**config.mk**
```make
export PLATFORM = sky130hd
export DESIGN_NAME = bus_arbiter
export DESIGN_NICKNAME = d
export VERILOG_FILES = /design/src/rtl/bus_arbiter.sv
export SDC_FILE = /design/constraint.sdc
export NUM_CORES = 1
export LEC_CHECK = 0
export ABC_AREA = 1
export CORE_ASPECT_RATIO = 2
export CORE_UTILIZATION = 56
export CTS_CLUSTER_DIAMETER = 60
export DETAILED_ROUTE_END_ITERATION = 7
export DONT_BUFFER_PORTS = 1
export MAX_ROUTING_LAYER = met4
export PLACE_DENSITY = 0.8
export SLEW_MARGIN = 10
export SYNTH_ARGS = -nofsm -noshare
export SYNTH_HDL_FRONTEND = slang
export SYNTH_SLANG_ARGS = --single-unit
export TNS_END_PERCENT = 5
```
**constraint.sdc**
```tcl
create_clock -name clk -period 1.4 [get_ports clk]
set_input_delay 0.28 -clock clk [delete_from_list [all_inputs] [get_ports clk]]
set_output_delay 0.28 -clock clk [all_outputs]
set_load 0.02 [all_outputs]
```
**src/rtl/bus_arbiter.sv**
```systemverilog
// Two-master (CPU / GPU fetch) arbiter for a shared RAM/peripheral bus.
// Each access holds its strobe for ACCESS_CYCLES cycles, then acks the winner for one cycle.
module bus_arbiter #(
    parameter int ACCESS_CYCLES = 1,
    parameter bit FAIR          = 1'b1
) (
    input  logic        clk,
    input  logic        reset,
    input  logic [15:0] cpu_address,
    input  logic [7:0]  cpu_wdata,
    input  logic        cpu_write,
    input  logic        cpu_read,
    output logic [7:0]  cpu_rdata,
    output logic        cpu_ack,
    input  logic [15:0] gfx_address,
    input  logic [7:0]  gfx_wdata,
    input  logic        gfx_write,
    input  logic        gfx_read,
    output logic [7:0]  gfx_rdata,
    output logic        gfx_ack,
    output logic [15:0] bus_address,
    output logic [7:0]  bus_wdata,
    output logic        bus_write,
    output logic        bus_read,
    input  logic [7:0]  bus_rdata,
    output logic        grant_cpu,
    output logic        grant_gfx,
    output logic        busy
);

    typedef enum logic [1:0] {IDLE = 2'd0, ACCESS = 2'd1, DONE = 2'd2} state_t;

    localparam logic [3:0] LOAD = 4'(ACCESS_CYCLES - 1);

    state_t      state;
    logic [3:0]  count;
    logic        is_write;
    logic        owner_gfx;
    logic        last_gfx;

    logic        cpu_req;
    logic        gfx_req;
    logic        pick_gfx;
    logic        sel_write;
    logic [15:0] sel_address;
    logic [7:0]  sel_wdata;

    // A simultaneous write+read request is treated as a write.
    always_comb begin
        cpu_req     = cpu_write | cpu_read;
        gfx_req     = gfx_write | gfx_read;
        pick_gfx    = gfx_req && (!cpu_req || (FAIR && !last_gfx));
        sel_write   = pick_gfx ? gfx_write : cpu_write;
        sel_address = pick_gfx ? gfx_address : cpu_address;
        sel_wdata   = pick_gfx ? gfx_wdata : cpu_wdata;
    end

    always_ff @(posedge clk or negedge reset) begin
        if (!reset) begin
            state       <= IDLE;
            count       <= '0;
            is_write    <= 1'b0;
            owner_gfx   <= 1'b0;
            last_gfx    <= 1'b1;
            bus_address <= '0;
            bus_wdata   <= '0;
            bus_write   <= 1'b0;
            bus_read    <= 1'b0;
            cpu_rdata   <= '0;
            gfx_rdata   <= '0;
            cpu_ack     <= 1'b0;
            gfx_ack     <= 1'b0;
            grant_cpu   <= 1'b0;
            grant_gfx   <= 1'b0;
            busy        <= 1'b0;
        end else begin
            case (state)
                IDLE: begin
                    if (cpu_req || gfx_req) begin
                        state       <= ACCESS;
                        busy        <= 1'b1;
                        owner_gfx   <= pick_gfx;
                        last_gfx    <= pick_gfx;
                        count       <= LOAD;
                        is_write    <= sel_write;
                        bus_write   <= sel_write;
                        bus_read    <= !sel_write;
                        bus_address <= sel_address;
                        bus_wdata   <= sel_wdata;
                        grant_cpu   <= !pick_gfx;
                        grant_gfx   <= pick_gfx;
                    end
                end
                ACCESS: begin
                    if (count == 4'd0) begin
                        // Slave data is only trusted on the final strobe cycle.
                        state     <= DONE;
                        bus_write <= 1'b0;
                        bus_read  <= 1'b0;
                        cpu_ack   <= !owner_gfx;
                        gfx_ack   <= owner_gfx;
                        if (!is_write) begin
                            if (owner_gfx) gfx_rdata <= bus_rdata;
                            else           cpu_rdata <= bus_rdata;
                        end
                    end else begin
                        count <= count - 4'd1;
                    end
                end
                DONE: begin
                    state       <= IDLE;
                    cpu_ack     <= 1'b0;
                    gfx_ack     <= 1'b0;
                    grant_cpu   <= 1'b0;
                    grant_gfx   <= 1'b0;
                    busy        <= 1'b0;
                    bus_address <= '0;
                    bus_wdata   <= '0;
                end
                default: state <= IDLE;
            endcase
        end
    end

endmodule
```
==> results of run 1 <==
[layout make-up]
cell class | instances | area [sq um] | share of cell area, %
flip-flops and latches | 56 | 1400 | 47.8
multi-input cells | 233 | 1180 | 40.2
repair buffers | 9 | 92.6 | 3.16
inverters | 20 | 81.3 | 2.77
clock buffers | 6 | 72.6 | 2.47
well taps | 55 | 68.8 | 2.35
clock inverters | 2 | 35.0 | 1.19
[flip-flops by register name (all words and copies together) (netlist names), 2 cells and up]
name,cells
count,4
bus_wdata,8
cpu_rdata,8
state,2
gfx_rdata,8
bus_address,16
[placed cells by master (no fill, tap or decap), types with 2 or more instances in the layout]
master    count
clkbuf_8      5
nand2_2      11
buf_12        2
dfrtp_1      55
nand2_1     118
nor2_1       10
nand4_1      22
nand3_1      39
nor2_4        2
o21ai_1       9
o21ai_2       8
buf_4         7
inv_2         2
nand3b_4      2
nand2_4       4
o21ai_0       5
inv_1        16
[metal layers]
layer,track usage (%),vias to the layer above
li1,-,1056
met1,25.7,1031
met2,43.5,98
met4,10.7,0
met5,-,-
met3,4.85,12
[logic make-up after synthesis]
kind of cell    Yosys count  synth area share, %
buf+inv                  37                 7.17
fa+ha+maj                 1                0.462
compound gates           23                 5.78
xor+xnor                  1                0.324
simple gates            207                 34.4
flops                    56                 51.8
[timing repair]
| action | in CTS | in global routing |
|---|---|---|
| cloned | 0 | 1 |
| setup endpoints to repair | 9 | 19 |
| hold endpoints to repair | 56 | 56 |
| pin swaps | 0 | 5 |
| resized for setup | 0 | 18 |
[cells in the mapped netlist (all sizes together)]
master and n:
dfrtp 55, ha 1, clkbuf 1, xor2 1, dfstp 1, nand3 39
buf 16, nand2 133, nand3b 1, inv 20, o21ai 23, nor2 12
nand4 22
[final timing paths]
path	start	depth (start not counted)	slack [ps]	to
min in group clk	bus_rdata[5]	2	120	cpu_rdata[5]
worst max-delay path	count[1]	7	40	cpu_rdata[2]
max in group asynchronous	reset	0	1550	last_gfx
worst min register to register	owner_gfx	1	480	cpu_ack
worst max register to register	count[1]	7	40	cpu_rdata[2]
worst min-delay path	reset	0	-340	state[1]
[through the flow]
step	setup TNS (ps)	power (uW)	setup WS (ps)
2_1_floorplan	0	6140	46.7
3_3_place_gp	0	6700	72.8
3_5_place_dp	-325	6850	-57.7
4_1_cts	-395	7910	-64.8
5_1_grt	-512	8690	-65.7
6_report	0	8070	35.8
[where the power goes]
part           switching (uW)  internal [uW]  leakage, uW
logic                    2030           1190     0.000820
registers                1400           2420     0.000690
clock network             500            532    0.0000552
total                    3930           4150      0.00157
==> results.md, run 1 <==
* Global route overflow at 0
* Main area contributors after synthesis: dfrtp_1, nand2_1, nand3_1
* Routed Antenna Nets at 0
* Core area at approximately 0.0046 sq mm
* Setup CP Type: reg2reg
* CP bufs+invs at 1
* Fin util at 63.2%
* First-pass GRT wire length at roughly 9 mm
* Violated checks: negative hold slack
* Inserted Diodes at 0
* Final period util at between 90% and 100%
* Ports at between 100 and 150
* CP max stage delay at 380 ps
* Max-cap violations at 0
* Crit-path max FO at 8
* Synth unique cells at 23
* Vias in the first global route at 2079
* Synthesized area at 0.00271 sq mm
* Outcome: finished, violations left
* Filler Cell Count at roughly 400
* Die Wd at 51.2 microns
* HPWL after detailed placement at 4.34 mm
* Tightest Pin Transition at 285 ps
* Die area at a little over 0.005 sq mm
* M1 wire length at ~2.2 mm
* Final setup viols at 0
* Post-synth top area share at about half
* Maximum VDD drop at 0.00164 V
* Final WL at 6.09 mm
* Clock Tree Root: clkbuf_8
* RSZ-0062 raised after global routing: yes
* Worst Path Required at around 1600 ps
* Worst Skew at around 8.4 ps
* Ys Warns at 0
* Worst-path clk slew at 100 ps
* DRC viols at 0
* Placed insts at 372
* Largest area contributor in the netlist: dfrtp_1
* H-Tree Depth at 2
* GP Congestion at 0.874
* Cells after Synth at 325
* Crit end category: flip-flop
* Max Fclk at 733 MHz
* Hold slack at -338 ps
* Crit path launch type: flip-flop
* Final min period at 1360 ps
* Hold Vio Cnt, Final at 56
* Metal2 WL at 3.40 mm
* Syn Nets at 388
* CTS tree: yes
* Delay-heaviest family, CP: simple AND/OR/NAND/NOR gates
* Global Route Usage Sum at between 20 and 25%
* Max_slew headroom at 81.0%
* Highest metal used: met4
* Cell Pwr Density at 2750 mW/mm^2
* Leak at approximately 0.0016 uW
* NumNets Final at 388
* Largest net degree at the start of global routing at between 50 and 60
* Area Overhead vs Synth at 8.37%
* Maximum root-to-sink buffer count at 2
* Post-placement cell area at ~0.0028 sq mm
* Fraction of layout cells with a size suffix above 1 at 15.3%
* DRT iter0 DRCs at 52
* Initial Util at around 58%
* Sink Count at 56
* Max Slew Vio Count at 0
* Die Y at 100 microns
* Worst hold path type: in2async
* Design Area, Final at 0.00293 sq mm
* Vias/cell at between 5 and 6
* Post-synthesis sequential area ratio at 51.8%
* Drt pass-1 iters at 4
* Worst path slowest cell: dfrtp_1
* Yosys reg bits at 56
* Clk_lat worst skew at 300 ps
* Crit path DAT at 1560 ps
* TritonCTS buffer count at 5
* WL/cell at 16.0 microns
* Antenna violations before repair at 0
* Rows at 35
* Setup Fix Bufs, Post-CTS at 0
* Final Instance Count excl. Fillers at 381
* Vias at 2197
* Cells along the critical path: inv_2, ha_4, nand2_4, nor2_4, nand3b_4, nand2_2, o21ai_2
* Mean Syn Cell Area at 8.33 sq um
* Routed wl met3 at 372 microns
* I/O Buffers at 0
Note: power is estimated with default switching activity, not from simulation.
==> run 2, diff against run 1 <==
Settings changed: CORE_MARGIN set to 3.
==> results.md, run 2 (synthesis gave the netlist of run 1 again) <==
* Outcome: finished, violations left
* Violated checks: negative hold slack
* Inserted Diodes at 0
* Antenna violations before repair at 0
* HPWL after detailed placement at 4.72 mm
* Worst R2R Setup Slack at 50 ps
* First-pass GRT wire length at 9.60 mm
* Largest net degree at the start of global routing at 57
* I/O Buffers at 0
* Cells along the critical path: nor2_2, nand2_2, nor2_4, buf_4, nand3b_4, nand2_2, o21ai_2
* Fraction of layout cells with a size suffix above 1 at 16.0%
* M1 wire length at 2.20 mm
* Ports at between 100 and 150
* RSZ-0062 raised after global routing: yes
* CTS tree: yes
* Final period util at a little under 100%
* Max Slew Vio Count at 0
* CP bufs+invs at 1
* H-Tree Depth at 2
* Leak at approximately 0.0016 uW
* Global route overflow at 0
* Max Fclk at 741 MHz
* Highest metal used: met4
* Worst path slowest cell: dfrtp_1
* Clock Tree Root: clkbuf_8
* Max reg flops at 16
* Crit path launch type: flip-flop
* Routed Antenna Nets at 0
* Worst Skew at slightly below 5 ps
* Worst-path clk slew at 90 ps
* Drt pass-1 iters at 5
* TritonCTS buffer count at 5
* Worst hold path type: in2async
* Vias/cell at 5.78
* Final setup viols at 0
* Routed wl met3 at about 450 microns
* Vias in the first global route at approximately 2100
* Rows at 35
* Maximum root-to-sink buffer count at 2
* Max_slew headroom at 75.5%
* Hold slack at -335 ps
* Most common cell on crit path: nand2_2
* Final min period at ~1300 ps
* Area Overhead vs Synth at 9.66%
* Cell Pwr Density at between 2000 and 3000 mW/mm^2
* Die Y at 104 microns
* Reg with most FFs: bus_address
* Metal2 WL at 3.65 mm
* Multi-input logic area at 0.00117 sq mm
* Most frequent cells in the layout: nand2_1, dfrtp_1, nand3_1
* GP Congestion at 0.842
* Worst Path Required at 1590 ps
* DRC viols at 0
* Crit-path max FO at 8
* WL/cell at 16.7 microns
* Tightest Pin Transition at between 300 and 400 ps
* Core area at 0.00464 sq mm
* Placed insts at ~370
* Crit end category: flip-flop
* Maximum VDD drop at 0.00167 V
* DRT iter0 DRCs at 31
* Final Instance Count excl. Fillers at 386
* Vias at around 2200
* Delay-heaviest family, CP: simple AND/OR/NAND/NOR gates
* Final WL at 6.43 mm
* Register area at about 0.0014 sq mm
* Hold Vio Cnt, Final at 56
* Sink Count at 56
* Setup CP Type: reg2reg
* Commonest non-fill, non-tap cell in the layout: nand2_1
* Global Route Usage Sum at 23.0%
* Crit path DAT at 1540 ps
* Filler Cell Count at 415
* Die area at around 0.0058 sq mm
* Die Wd at between 50 and 60 microns
* Clk_lat worst skew at 300 ps
* Max-cap violations at 0
* NumNets Final at 393
* CP max stage delay at 440 ps
* Initial Util at 58.3%
* Fin util at 63.9%
run 2: repair_timing:
action / CTS / global route
buffers inserted: 0 / 3
endpoints found under the setup margin: 11 / 22
pin swaps: 0 / 5
gates cloned: 0 / 1
resized for setup: 0 / 17
hold endpoints to repair: 56 / 56
run 2: cell type report:
type | instances | share of cell area [%]
Tap cell | 55 | 2.32
Timing Repair Buffer | 14 | 4.51
Sequential cell | 56 | 47.3
Clock inverter | 2 | 1.18
Multi-Input combinational cell | 233 | 39.5
Inverter | 20 | 2.74
Clock buffer | 6 | 2.45
run 2: layer usage:
metal  global-route usage [%]  up-vias
met5                        -        -
met4                     9.04        0
met3                     4.45       12
met2                     40.2      103
met1                     23.5     1052
li1                         -     1066
run 2: stage by stage:
stage,power [uW],hold WS (ps),cell area [sq um],setup WS (ps),setup TNS [ps]
2_1_floorplan,6140,-15.6,2710,46.7,0
3_3_place_gp,6780,-14.5,2770,77.8,0
3_5_place_dp,6980,-14.4,2770,-42.7,-180
4_1_cts,8020,-350,2870,-43.9,-227
5_1_grt,8890,-358,2970,-27.8,-112
6_report,8220,-335,2970,51.0,0
run 2: where the power goes:
group / total (uW) / switching (uW) / internal, uW / leakage, uW
Sequential: 3840 / 1420 / 2420 / 0.000690
Clock: 1020 / 489 / 532 / 0.0000552
Combinational: 3360 / 2070 / 1280 / 0.000827
run 2: worst register-to-register path: cells and delay by family, from the launching register on:
family,cells,cell delay (ps)
compound gates,1,50
buf+inv,1,120
flops,1,440
simple gates,5,640
run 2: final timing paths:
path | start | endpoint | cells after the start
max | count[2] | cpu_rdata[4] | 7
min | reset | bus_address[15] | 0
max reg2reg | count[2] | cpu_rdata[4] | 7
min reg2reg | owner_gfx | cpu_ack | 1
max in group asynchronous | reset | last_gfx | 0
min in group clk | gfx_address[15] | bus_address[15] | 2
